$ cat src/rtl/sseg_pkg.sv
// Shared definitions for the multiplexed seven-segment display: mode codes,
// converter state encoding and active-low segment patterns {g..a}.
package sseg_pkg;

    typedef enum logic [1:0] {
        MODE_STEADY = 2'b00,
        MODE_BLINK  = 2'b01,
        MODE_BLANK  = 2'b10,
        MODE_LZB    = 2'b11
    } mode_t;

    typedef enum logic [1:0] {
        ST_IDLE    = 2'b00,
        ST_CONVERT = 2'b01,
        ST_COMMIT  = 2'b10
    } conv_state_t;

    localparam logic [6:0] SEG_DASH  = 7'h3F;
    localparam logic [6:0] SEG_BLANK = 7'h7F;

    function automatic logic [6:0] seg_decode(input logic [3:0] digit);
        logic [6:0] seg;
        case (digit)
            4'd0:    seg = 7'h40;
            4'd1:    seg = 7'h79;
            4'd2:    seg = 7'h24;
            4'd3:    seg = 7'h30;
            4'd4:    seg = 7'h19;
            4'd5:    seg = 7'h12;
            4'd6:    seg = 7'h02;
            4'd7:    seg = 7'h78;
            4'd8:    seg = 7'h00;
            4'd9:    seg = 7'h10;
            default: seg = SEG_BLANK;
        endcase
        return seg;
    endfunction

endpackage

$ cat src/rtl/bcd_seq_converter.sv
// Sequential binary-to-BCD converter (shift-add-3), one input bit per clock.
// state      | meaning
// ST_IDLE    | waiting for start, busy low
// ST_CONVERT | shifting BIN_WIDTH bits through the BCD register
// ST_COMMIT  | result stable on bcd, done high, overflow updated
module bcd_seq_converter
    import sseg_pkg::*;
#(
    parameter int NUM_DIGITS = 4,
    parameter int BIN_WIDTH  = 16
) (
    input  logic                    clk,
    input  logic                    reset,
    input  logic                    start,
    input  logic [BIN_WIDTH-1:0]    value,
    output logic                    busy,
    output logic [4*NUM_DIGITS-1:0] bcd,
    output logic                    overflow,
    output logic                    done
);

    localparam int BCD_W = 4 * NUM_DIGITS;
    localparam int CNT_W = $clog2(BIN_WIDTH);

    conv_state_t          state;
    logic [BIN_WIDTH-1:0] shift_q;
    logic [BCD_W-1:0]     bcd_q;
    logic [BCD_W-1:0]     adj;
    logic [BCD_W:0]       shifted;
    logic [CNT_W-1:0]     bit_cnt;
    logic                 ovf_acc;

    always_comb begin
        adj = bcd_q;
        for (int i = 0; i < NUM_DIGITS; i++) begin
            if (bcd_q[4*i +: 4] >= 4'd5)
                adj[4*i +: 4] = bcd_q[4*i +: 4] + 4'd3;
        end
        // Top bit is whatever leaves the most significant digit this step.
        shifted = {adj, shift_q[BIN_WIDTH-1]};
    end

    assign bcd = bcd_q;

    always_ff @(posedge clk) begin
        if (reset) begin
            state    <= ST_IDLE;
            busy     <= 1'b0;
            done     <= 1'b0;
            overflow <= 1'b0;
            shift_q  <= '0;
            bcd_q    <= '0;
            bit_cnt  <= '0;
            ovf_acc  <= 1'b0;
        end else begin
            done <= 1'b0;
            case (state)
                ST_IDLE: begin
                    if (start) begin
                        shift_q <= value;
                        bcd_q   <= '0;
                        ovf_acc <= 1'b0;
                        bit_cnt <= CNT_W'(BIN_WIDTH - 1);
                        busy    <= 1'b1;
                        state   <= ST_CONVERT;
                    end
                end
                ST_CONVERT: begin
                    shift_q <= shift_q << 1;
                    bcd_q   <= shifted[BCD_W-1:0];
                    ovf_acc <= ovf_acc | shifted[BCD_W];
                    if (bit_cnt == '0) begin
                        done  <= 1'b1;
                        state <= ST_COMMIT;
                    end else begin
                        bit_cnt <= bit_cnt - CNT_W'(1);
                    end
                end
                ST_COMMIT: begin
                    overflow <= ovf_acc;
                    busy     <= 1'b0;
                    state    <= ST_IDLE;
                end
                default: begin
                    busy  <= 1'b0;
                    state <= ST_IDLE;
                end
            endcase
        end
    end

endmodule

$ cat src/rtl/multi_digit_display.sv
// Multiplexed seven-segment display: sequential BCD conversion into a
// double-buffered display register, digit scanning, blanking and decode.
module multi_digit_display
    import sseg_pkg::*;
#(
    parameter int NUM_DIGITS  = 4,
    parameter int BIN_WIDTH   = 16,
    parameter int REFRESH_DIV = 100000
) (
    input  logic                  clk,
    input  logic                  reset,
    input  logic [BIN_WIDTH-1:0]  value,
    input  logic                  load,
    input  logic [1:0]            mode,
    input  logic                  blink_tick,
    output logic [NUM_DIGITS-1:0] an,
    output logic [6:0]            sseg,
    output logic                  busy,
    output logic                  overflow
);

    localparam int RC_W = $clog2(REFRESH_DIV);
    localparam int SC_W = $clog2(NUM_DIGITS);

    logic [RC_W-1:0]         refresh_cnt;
    logic [SC_W-1:0]         scan_idx;
    logic [SC_W-1:0]         scan_next;
    logic [4*NUM_DIGITS-1:0] disp_q;
    logic [4*NUM_DIGITS-1:0] conv_bcd;
    logic                    conv_done;
    logic                    phase;
    logic                    phase_next;
    logic [1:0]              mode_q;
    logic                    wrap;
    logic                    refresh_now;
    logic [NUM_DIGITS-1:0]   lz_lit;
    logic                    nz_seen;
    logic                    lz_sel;
    logic [3:0]              cur_digit;
    logic                    lit;
    logic [NUM_DIGITS-1:0]   an_next;
    logic [6:0]              sseg_next;

    bcd_seq_converter #(
        .NUM_DIGITS(NUM_DIGITS),
        .BIN_WIDTH (BIN_WIDTH)
    ) u_conv (
        .clk     (clk),
        .reset   (reset),
        .start   (load),
        .value   (value),
        .busy    (busy),
        .bcd     (conv_bcd),
        .overflow(overflow),
        .done    (conv_done)
    );

    assign wrap = (refresh_cnt == RC_W'(REFRESH_DIV - 1));

    always_comb begin
        scan_next = scan_idx;
        if (wrap)
            scan_next = (scan_idx == SC_W'(NUM_DIGITS - 1)) ? '0 : scan_idx + SC_W'(1);
    end

    always_comb begin
        phase_next = phase;
        if (mode == MODE_BLINK) begin
            if (mode_q != MODE_BLINK)
                phase_next = 1'b0;
            else if (blink_tick)
                phase_next = ~phase;
        end
    end

    // A digit is lit under leading-zero blanking if it or any higher digit is nonzero.
    always_comb begin
        lz_lit  = '0;
        nz_seen = 1'b0;
        for (int i = NUM_DIGITS - 1; i >= 0; i--) begin
            nz_seen   = nz_seen | (|disp_q[4*i +: 4]);
            lz_lit[i] = nz_seen;
        end
        lz_lit[0] = 1'b1;
    end

    always_comb begin
        cur_digit = '0;
        lz_sel    = 1'b0;
        for (int i = 0; i < NUM_DIGITS; i++) begin
            if (scan_next == SC_W'(i)) begin
                cur_digit = disp_q[4*i +: 4];
                lz_sel    = lz_lit[i];
            end
        end
    end

    always_comb begin
        case (mode)
            MODE_BLANK: lit = 1'b0;
            MODE_BLINK: lit = ~phase_next;
            MODE_LZB:   lit = overflow | lz_sel;
            default:    lit = 1'b1;
        endcase
        an_next   = lit ? ~(NUM_DIGITS'(1) << scan_next) : '1;
        sseg_next = !lit ? SEG_BLANK : (overflow ? SEG_DASH : seg_decode(cur_digit));
    end

    assign refresh_now = wrap | (mode != mode_q) | (phase_next != phase);

    always_ff @(posedge clk) begin
        if (reset) begin
            refresh_cnt <= '0;
            scan_idx    <= '0;
            phase       <= 1'b0;
            mode_q      <= MODE_STEADY;
            disp_q      <= '0;
            an          <= '1;
            sseg        <= SEG_BLANK;
        end else begin
            refresh_cnt <= wrap ? '0 : refresh_cnt + RC_W'(1);
            scan_idx    <= scan_next;
            phase       <= phase_next;
            mode_q      <= mode;
            if (conv_done)
                disp_q <= conv_bcd;
            if (refresh_now) begin
                an   <= an_next;
                sseg <= sseg_next;
            end
        end
    end

endmodule

$ cat config.mk
export PLATFORM = sky130hd
export DESIGN_NAME = multi_digit_display
export DESIGN_NICKNAME = d
export VERILOG_FILES = /design/src/rtl/sseg_pkg.sv /design/src/rtl/bcd_seq_converter.sv /design/src/rtl/multi_digit_display.sv
export SDC_FILE = /design/constraint.sdc
export NUM_CORES = 1
export LEC_CHECK = 0
export ABC_CLOCK_PERIOD_IN_PS = 3270
export BUFFER_PORTS_ARGS = -buffer_cell sky130_fd_sc_hd__buf_2
export CORE_ASPECT_RATIO = 1.2
export CORE_MARGIN = 2
export CORE_UTILIZATION = 59
export CTS_CLUSTER_DIAMETER = 150
export DETAILED_ROUTE_END_ITERATION = 7
export PLACE_DENSITY_LB_ADDON = 0.12
export SYNTH_ARGS = -nofsm -noshare
export SYNTH_HDL_FRONTEND = slang
export SYNTH_SLANG_ARGS = --single-unit
export TNS_END_PERCENT = 5
$ cat constraint.sdc
create_clock -name clk -period 3.27 [get_ports clk]
set_input_delay 0.654 -clock clk [delete_from_list [all_inputs] [get_ports clk]]
set_output_delay 0.654 -clock clk [all_outputs]
set_load 0.05 [all_outputs]
; Yosys cells after proc, flatten, opt, wreduce, memory -nomap -nowiden
; Memory sizes are Yosys's and may differ from the RTL's.
; Cells that the tools add are included.
[totals]
regBits = 91
romBits = 112
in_bits = 22
output_inout_bits = 13
wordCells = 103
n_memories = 1
[memory_table]
columns = memory, depth, word_bits, read_ports, rd_ports_with_merged_regs, wr, line
row1 = (no name shown), 16, 7, 1, 0, 0, sseg_pkg.sv:23  ; case (digit)
[classes]
n_addsub = 7
n_lt_le_gt_ge = 4
eq_ne = 16
shift = 1
n_mux = 36
bitwise = 10
reduce_logical = 13
[ops]
columns = op, count
row1 = $pmux W16 S2, 2
row2 = $mux W4, 11
row3 = $mux W16, 2
row4 = $add A17 B1 Y17 const B, 1
row5 = $eq A17 B17 Y1 const B, 1
row6 = $add A4 B2 Y4 const B, 4
row7 = $ge A4 B3 Y1 const B, 4
row8 = $mux W7, 2
row9 = $eq A2 B2 Y1 const B, 6
row10 = $reduce_or A4 Y1, 3
row11 = $mux W1, 10
row12 = $mux W2, 4
row13 = $pmux W4 S2, 1
row14 = $eq A2 B1 Y1 const B, 3
row15 = $or A1 B1 Y1, 6
row16 = $reduce_and A2 Y1, 3
row17 = $logic_not A2 Y1, 2
row18 = $logic_not A4 Y1, 1
row19 = $ne A2 B1 Y1 const B, 2
row20 = $ne A2 B2 Y1 const B, 2
row21 = $not A4 Y4, 1
row22 = $pmux W1 S2, 2
row23 = $pmux W2 S2, 1
row24 = $reduce_or A2 Y1, 2
row25 = 9 further kinds, 11

; Depth between registers and ports, before layout
; Gate-level depths: netlist of run 1.
[logic_depth]
ltp_word = 11
ltp_mapped = 12
mapped_depth_nobuf = 10

; By module
; A second synthesis of run 1 with hierarchy kept.
[hier_totals]
hier_cells = 592
hier_area_um2 = 4901.0
[modules_own_cells]
columns = module, n_inst, cells_per_inst, area_each_um2, seq_area_each_um2
row1 = multi_digit_display, 1, 310, 2591.2, 980.9
row2 = bcd_seq_converter, 1, 282, 2309.7, 840.8

; Worst setup path after synthesis of run 1
; OpenSTA, ideal clock, no wires.
[synth_path]
kind = register to register
startpoint = register refresh_cnt[0]
endpoint = register sseg[6]
setup_ns = 0.122
t_arrival_ns = 2.756
t_required_ns = 3.148
setup_slack_ns = 0.391
stages_incl_launch_ff = 13
n_path_buf = 2
period_less_slack_ns = 2.879
cell_sequence = dfxtp_1 ha_1 and4_1 and4_1 buf_6 mux2_4 buf_12 mux2i_1 mux2i_2 ha_1 and2b_1 or3_1 a311o_1
[synth_via]
elab_chain_len = 10
word_cells_on_any_way = 21
classes_between = 4 x eq/ne / 12 x mux / 3 x bitwise / 1 x reduce/logical / 1 x memory
[synth_lines]
columns = element, line
row1 = from (decl), multi_digit_display.sv:25  ; logic [RC_W-1:0] refresh_cnt;
row2 = from (signal assigned), multi_digit_display.sv:121  ; refresh_cnt <= wrap ? '0 : refresh_cnt + RC_W'(1);
row3 = $eq A17 B17 Y1 (*), multi_digit_display.sv:58  ; assign wrap = (refresh_cnt == RC_W'(REFRESH_DIV - 1));
row4 = $mux W2, multi_digit_display.sv:62  ; if (wrap)
row5 = $logic_not A2 Y1, multi_digit_display.sv:91  ; if (scan_next == SC_W'(i)) begin
row6 = $mux W4 or $mux W1 (tied branches) (4 in series), multi_digit_display.sv:91
row7 = $mem_v2 Z16 W7 or $or A1 B1 Y1 (tied branches), --
row8 = $mux W7 or $pmux W1 S3 (tied branches), "multi_digit_display.sv:106, multi_digit_display.sv:99"
row9 = $mux W7, multi_digit_display.sv:106  ; sseg_next = !lit ? SEG_BLANK : (overflow ? SEG_DASH : seg_decode(cur_digit));
row10 = to (signal assigned), multi_digit_display.sv:129  ; sseg <= sseg_next;
row11 = to (decl), multi_digit_display.sv:17  ; output logic [6:0] sseg,
; Mark *: on every way between the ends. The rest lies on a longest branch, timed or not.
; A chain may end at the register's enable or synchronous reset.

; Worst setup path in the final report of run 1
; Same ends and word-level chain as after synthesis.

==> results by group, run 1 <==
Outcome
  • Run status: complete, no violations

Drt
  • Routed WL: 8200 um
  • Remaining antenna violation count: 0
  • WL/cell: 13.4 um
  • Vias/cell: 5.56
  • DRT Pass-1 Iters: 4
  • DRC: 0
  • Routed vias: 3,408
  • Starting DRT DRC Count: 98

Pwr
  • Power Dens Cells: 473 nW/um2
  • VDD IR-drop max: 383 uV
  • Leakage power: 1.77 nW

Finish
  • Post-layout util: 0.656
  • Share of layout cells above drive strength 1: 0.140
  • Layout overhead on the synthesized area: 9.33%
  • Area of the multi-input gates: 2290 um2
  • Layout Nets: 553
  • Layout fillers: 621
  • Antenna cells: 0
  • Reg area: 1820 um2

Critical path
  • CP max stage delay: 390 ps
  • CP max FO: 9
  • Flop2flop setup slack: 240 ps
  • Worst reg2reg endpoint: sseg[6]$_SDFFE_PP1P_
  • R2r startpoint: refresh_cnt[0]$_SDFF_PP0_
  • CP Launch Type: flip-flop
  • Worst Setup End Kind: flip-flop
  • Crit-path cells: ha_1 > and4_1 > and4_2 > mux2_4 > mux2i_1 > mux2i_1 > ha_1 > and2b_1 > or3_1 > a311o_1
  • Slowest CP cell: mux2_4
  • Worst path bufs/invs: 0
  • Arrival time worst endpoint: 3280 ps
  • CP required: 3520 ps
  • Critical path class: reg -> reg
  • R2R depth: 10
  • Family with the most delay on the worst path: simple AND/OR/NAND/NOR gates

CTS
  • CTS tree: built
  • Clk_lat worst skew: 350 ps
  • Clock slew seen by the registers of the worst setup and hold paths: 90 ps
  • Sink Count: 91
  • H-tree level count: 3
  • Number of buffers created by CTS: 9
  • Postcts setup bufs: 0
  • Root Buffer: clkbuf_8
  • Clock buffer depth: 2

Synth
  • Top cell type's share of synthesized area: 0.425
  • Synth top area cells: dfxtp_1 42%, mux2i_1 6.5%, nor2_1 6.2%
  • Syn Area/Cell: 8.65 um2
  • Post-Synthesis Cell Area: 4290 um2
  • Cell taking the most area after synthesis: dfxtp_1
  • Yosys Warn Count: 0
  • Syn Nets: 530
  • Share of the yosys chip area belonging to registers: 0.425
  • Register bit total from synthesis: 91
  • Async set-reset flop share out of synthesis: 0
  • Synth cell types: 52
  • Most used DFF post-synth: dfxtp_1
  • Post-Syn Instances: 496
  • EDFF count, synth: 0

GRT
  • Tot GR Track Use: 0.221
  • Met2 Usage GRT: 0.376
  • GRT overflow: 0
  • Largest net degree at the start of global routing: 45
  • Vias in the first global route: 3,283
  • First-pass GRT wire length: 14,200 um
  • Met3 global-route usage: 0.0372
  • GR Util met1: 0.271
  • GRT Max-Usage Layer: met2
  • Initial antenna violation count: 0

Min path
  • Worst Hold Launch: refresh_cnt[0]$_SDFF_PP0_
  • Hold path cells: 1
  • HP Class: reg -> reg
  • WHS Endpoint: refresh_cnt[0]$_SDFF_PP0_

Floorplanning
  • Die X-Extent: 81.8 um
  • # rows: 34
  • Die area: 7970 um2
  • # IOs: 35
  • Placeable core area: 7150 um2
  • Starting Density: 0.600
  • Die Y: 97.4 um

Placement
  • Final GP Congestion: 0.818
  • Detail Placement HPWL: 5700 um
  • IO Port Bufs: 34

STA
  • Setup_tns: 0 ps
  • Tcrit/Tclk final: 0.926
  • Fmax achieved: 0.330 GHz
  • RSZ-0062 raised after global routing: false
  • Least-Margin Pin Slew: 924 ps
  • Final Hold Vio Count: 0
  • Setup Viol. Count Final: 0
  • Skew final: 8.44 ps
  • Worst hold slack: 465 ps
  • Pins Over Slew Limit: 0
  • Final period demand of the worst path: 3030 ps
  • Worst slew margin: 0.383

Run
  • Max-cap viol count: 0
[cells in the mapped netlist (4+ instances only)]
cell	count
dfxtp_1	91
nor2_1	71
nand2_1	52
a21oi_1	28
mux2i_1	28
clkbuf_1	24
nor3_1	20
o21ai_0	20
nand3_1	17
xor2_1	16
a311oi_1	15
inv_1	14
ha_1	12
nand2b_1	10
xnor2_1	9
a211oi_1	4
a31oi_1	4
nor2b_1	4
[cells by family after synthesis]
| kind of cell | count (synthesis) | share of synthesized area |
|---|---|---|
| AOI/OAI and AO/OA | 87 | 0.131 |
| xor gates and xnor gates | 25 | 0.0511 |
| adders and majority gates | 12 | 0.0350 |
| buffers and inverters | 42 | 0.0423 |
| DFF | 91 | 0.425 |
| muxes | 34 | 0.0861 |
| and+or+nand+nor | 205 | 0.230 |
[final cells by class]
class                   count  area share
multi-input cells         363       0.488
flip-flops and latches     91       0.388
repair buffers             40      0.0459
clock buffers              10      0.0293
well taps                  90      0.0240
clock inverters             5      0.0133
inverters                  14      0.0112
[what timing repair did]
| item | in CTS | in global routing |
|---|---|---|
| gates resized for setup | 0 | 1 |
| endpoints found under the setup margin | 0 | 1 |
| hold buffers | 0 | 0 |
[placed cells by master, fill, tap and decap left out, types with 2 or more instances in the layout]
master and count:
buf_4 6, o22a_1 2, nand4_1 3, o32a_1 3, or2b_1 2, ha_1 12, a311oi_1 15, nor4_1 2
or2_2 3, nand2_1 52, dfxtp_1 91, buf_2 34, nand2b_1 10, xor2_1 16, a21o_2 3, and2_1 3
mux2_2 2, nor2_1 71, a31oi_1 4, and3_1 3, a211oi_1 4, mux2_4 2, a21oi_1 28, nor3_1 20
nand3_1 17, o21a_1 2, clkbuf_8 10, xnor2_1 9, o21ai_0 20, inv_1 14, mux2i_1 28, o22ai_1 3
nor2b_1 4, or3_1 2, clkinvlp_4 2
[metrics by stage]
stage                     power (W)  std cells  setup slack (ps)  instance area (um2)
final                       0.00222        613               243                 4690
after global routing        0.00231        613              45.8                 4690
after CTS                   0.00225        613               147                 4690
after detailed placement    0.00148        598               153                 4490
after global placement      0.00148        598               255                 4490
after floorplan             0.00141        496               391                 4290
[worst register-to-register path: stages, from the launching register on]
cell and delay [ps]:
dfxtp_1 370, ha_1 210, and4_1 240, and4_2 370, mux2_4 390, mux2i_1 180, mux2i_1 170, ha_1 240
and2b_1 150, or3_1 300, a311o_1 310
[worst max-delay path by stage]
stage,depth (start not counted),to,start
after CTS,10,sseg[6]$_SDFFE_PP1P_,refresh_cnt[0]$_SDFF_PP0_
after floorplan,12,sseg[6]$_SDFFE_PP1P_,refresh_cnt[0]$_SDFF_PP0_
final,10,sseg[6]$_SDFFE_PP1P_,refresh_cnt[0]$_SDFF_PP0_
after global routing,10,sseg[6]$_SDFFE_PP1P_,refresh_cnt[0]$_SDFF_PP0_
after detailed placement,10,sseg[6]$_SDFFE_PP1P_,refresh_cnt[0]$_SDFF_PP0_
after global placement,10,sseg[6]$_SDFFE_PP1P_,refresh_cnt[0]$_SDFF_PP0_
[flip-flops by register name, indices dropped and copies added, names as in the netlist]
name,cells
an,4
disp_q,16
mode_q,2
phase,1
refresh_cnt,17
scan_idx,2
sseg,7
u_conv.bcd,16
u_conv.bit_cnt,4
u_conv.busy,1
u_conv.done,1
u_conv.overflow,1
u_conv.ovf_acc,1
u_conv.shift_q,16
u_conv.state,2
[where the power goes]
part / internal, W / leakage (nW) / total [W] / switching (W)
combinational: 0.0000903 / 0.930 / 0.000258 / 0.000168
clock: 0.000374 / 0.0950 / 0.000764 / 0.000390
sequential: 0.00116 / 0.742 / 0.00119 / 0.0000361
total: 0.00162 / 1.77 / 0.00222 / 0.000593
[layer usage]
metal / up-vias / part of all wire
li1: 1766 / -
met1: 1574 / 0.46
met2: 53 / 0.49
met3: 15 / 0.029
met4: 0 / 0.019
met5: - / 0
(Power assumes the default switching activity.)
==> inputs of run 2 (changes only) <==
--- a/config.mk
+++ b/config.mk
@@ -9,5 +9,7 @@
 export BUFFER_PORTS_ARGS = -buffer_cell sky130_fd_sc_hd__buf_2
+export CELL_PAD_IN_SITES_DETAIL_PLACEMENT = 1
+export CELL_PAD_IN_SITES_GLOBAL_PLACEMENT = 2
 export CORE_ASPECT_RATIO = 1.2
 export CORE_MARGIN = 2
-export CORE_UTILIZATION = 59
+export CORE_UTILIZATION = 37
 export CTS_CLUSTER_DIAMETER = 150
==> constraint.sdc (replaced) <==
create_clock -name clk -period 3.27 [get_ports clk]
set_input_delay 0.981 -clock clk [delete_from_list [all_inputs] [get_ports clk]]
set_output_delay 0.981 -clock clk [all_outputs]
set_load 0.05 [all_outputs]
==> run 2 against run 1 <==
Critical endpoint unchanged. Sequential power is essentially flat. Fmax fell by 0.33%. Sequential cell count did not move. Sequential share of layout area decreased by 1.6 points.
==> results by group, run 2 (synthesis results as in run 1) <==
Drt
  • Routed WL: 9900 um (+21%)
  • Starting DRT DRC Count: 102 (+4.1%)
  • Vias/cell: 5.15 (-7.4%)
  • Remaining antenna violation count: 0 (unchanged)
  • Routed vias: 3,505 (+2.8%)
  • WL/cell: 14.5 um (+8.7%)
  • DRC: 0 (unchanged)
  • DRT Pass-1 Iters: 4 (unchanged)

Finish
  • Layout Nets: 554 (+0.18%)
  • Largest register FFs: 17 (unchanged)
  • Layout fillers: 1,362 (+120%)
  • Most common cell after layout, fill and taps aside: dfxtp_1
  • Largest Register: refresh_cnt
  • Post-route cell area: 4890 um2 (+4.2%)
  • Post-layout util: 0.426 (-0.230)
  • Most frequent cells in the layout: 91 x dfxtp_1, 71 x nor2_1, 52 x nand2_1
  • Area of the multi-input gates: 2290 um2 (+0.16%)
  • Layout overhead on the synthesized area: 13.9%
  • Antenna cells: 0 (unchanged)
  • Share of layout cells above drive strength 1: 0.143 (+0.00355)
  • Reg area: 1820 um2 (unchanged)

Critical path
  • Worst Setup End Kind: flip-flop
  • Worst path bufs/invs: 0 (unchanged)
  • Critical path class: reg -> reg
  • Crit path depth: 10 (unchanged)
  • Slowest CP cell: mux2_4
  • Family with the most delay on the worst path: simple AND/OR/NAND/NOR gates
  • CP Launch Type: flip-flop
  • CP max stage delay: 390 ps (about the same)
  • Arrival time worst endpoint: 3270 ps (about the same)
  • CP most frequent cell: ha_1
  • Crit-path cells: ha_1 > and4_1 > and4_4 > mux2_4 > mux2i_1 > mux2i_2 > ha_1 > and2b_1 > or3_1 > a311o_1
  • CP required: 3500 ps (-20 ps)
  • Worst reg2reg endpoint: sseg[6]$_SDFFE_PP1P_
  • Crit path launch: refresh_cnt[0]$_SDFF_PP0_
  • Setup crit end: sseg[6]$_SDFFE_PP1P_
  • Flop2flop setup slack: 230 ps (about the same)
  • R2r startpoint: refresh_cnt[0]$_SDFF_PP0_
  • CP max FO: 9 (unchanged)
  • R2R depth: 10 (unchanged)

GRT
  • Vias in the first global route: 3,611 (+10%)
  • Tot GR Track Use: 0.173 (-0.0484)
  • Initial antenna violation count: 0 (unchanged)
  • GRT overflow: 0 (unchanged)
  • Largest net degree at the start of global routing: 57 (+27%)
  • First-pass GRT wire length: 17,100 um (+20%)

CTS
  • Root Buffer: clkbuf_16
  • Postcts setup bufs: 0 (unchanged)
  • CTS tree: built
  • Clock slew seen by the registers of the worst setup and hold paths: 60 ps (-30 ps)
  • Clk_lat worst skew: 340 ps (about the same)
  • Clock buffer depth: 2 (unchanged)
  • Number of buffers created by CTS: 9 (unchanged)
  • Sink Count: 91 (unchanged)
  • H-tree level count: 3 (unchanged)

STA
  • Final period demand of the worst path: 3040 ps (+10.0 ps)
  • Final Hold Vio Count: 0 (unchanged)
  • Worst hold slack: 457 ps (-7.68 ps)
  • Pins Over Slew Limit: 0 (unchanged)
  • RSZ-0062 raised after global routing: false
  • Least-Margin Pin Slew: 979 ps (+55.1 ps)
  • Tcrit/Tclk final: 0.929 (+0.00307)
  • Setup_tns: 0 ps (unchanged)
  • Setup Viol. Count Final: 0 (unchanged)
  • Fmax achieved: 0.329 GHz (-0.33%)
  • Worst slew margin: 0.347 (-0.0359)
  • Skew final: 4.84 ps (-3.61 ps)
  • Final worst slack: 233 ps (-10.0 ps)

Pwr
  • Leakage power: 1.82 nW (+3.1%)
  • Power Dens Cells: 517 nW/um2 (+9.5%)
  • VDD IR-drop max: 276 uV (-28%)

Floorplanning
  • Placeable core area: 11,500 um2 (+60%)
  • Die X-Extent: 102 um (+25%)
  • # IOs: 35 (unchanged)
  • Die Y: 122 um (+25%)
  • Die area: 12,500 um2 (+56%)
  • Starting Density: 0.374 (-0.226)
  • # rows: 43 (+26%)

Placement
  • Final GP Congestion: 0.762 (-6.8%)
  • Detail Placement HPWL: 6830 um (+20%)
  • Setup WS pre-CTS: 124 ps (-29.7 ps)
  • IO Port Bufs: 34 (unchanged)
  • Dpl cell area: 4580 um2 (+2.1%)

Min path
  • HP Class: reg -> reg
  • Worst Hold Launch: u_conv.shift_q[15]$_SDFFE_PP0P_

Outcome
  • Run status: complete, no violations

Run
  • Max-cap viol count: 0 (unchanged)
run 2: cell count changes in the layout (fill, tap and decap cells not counted), sizes merged:
cell    previous run  this run
inv               15        14
buf               40        41
clkbuf            10        11
run 2: per-stage QoR:
| step | std cells | total power, W |
|---|---|---|
| 6_report | 681 | 0.00253 |
| 5_1_grt | 681 | 0.00266 |
| 4_1_cts | 681 | 0.00257 |
| 3_5_place_dp | 666 | 0.00149 |
| 3_3_place_gp | 666 | 0.00149 |
| 2_1_floorplan | 496 | 0.00141 |
run 2: layer usage:
metal,global-route usage,wire [um],vias up
li1,-,-,1768
met1,0.209,4560,1680
met2,0.300,4880,41
met3,0.0264,223,16
met4,0.0783,234,0
met5,0,0,-
run 2: worst min-delay path by stage:
stage	endpoint	slack, ps	cells after the start
3_3_place_gp	refresh_cnt[0]$_SDFF_PP0_	440	1
4_1_cts	u_conv.bcd[0]$_SDFFE_PP0P_	460	2
3_5_place_dp	u_conv.bcd[0]$_SDFFE_PP0P_	450	2
2_1_floorplan	refresh_cnt[0]$_SDFF_PP0_	430	1
5_1_grt	u_conv.bcd[0]$_SDFFE_PP0P_	470	2
6_report	u_conv.bcd[0]$_SDFFE_PP0P_	460	2
run 2: worst reg2reg max path: stages (launching register included):
cell and delay (ps):
dfxtp_1 370, ha_1 220, and4_1 250, and4_4 300
mux2_4 390, mux2i_1 250, mux2i_2 160, ha_1 240
and2b_1 150, or3_1 300, a311o_1 310
run 2: layout make-up:
| type | instances | share of cell area |
|---|---|---|
| multi-input cells | 363 | 0.469 |
| flip-flops and latches | 91 | 0.373 |
| clock buffers | 11 | 0.0517 |
| repair buffers | 41 | 0.0456 |
| well taps | 157 | 0.0402 |
| inverters | 14 | 0.0108 |
| clock inverters | 4 | 0.0102 |
run 2: power by group:
part / switching [W] / internal [W] / leakage (nW)
combinational: 0.000175 / 0.0000912 / 0.936
sequential: 0.0000361 / 0.00116 / 0.742
clock: 0.000438 / 0.000629 / 0.144
run 2: timing repair:
item | in CTS | in global routing
hold buffers | 0 | 0
endpoints found under the hold margin | 0 | 0
gates resized for setup | 0 | 2
endpoints found under the setup margin | 0 | 3
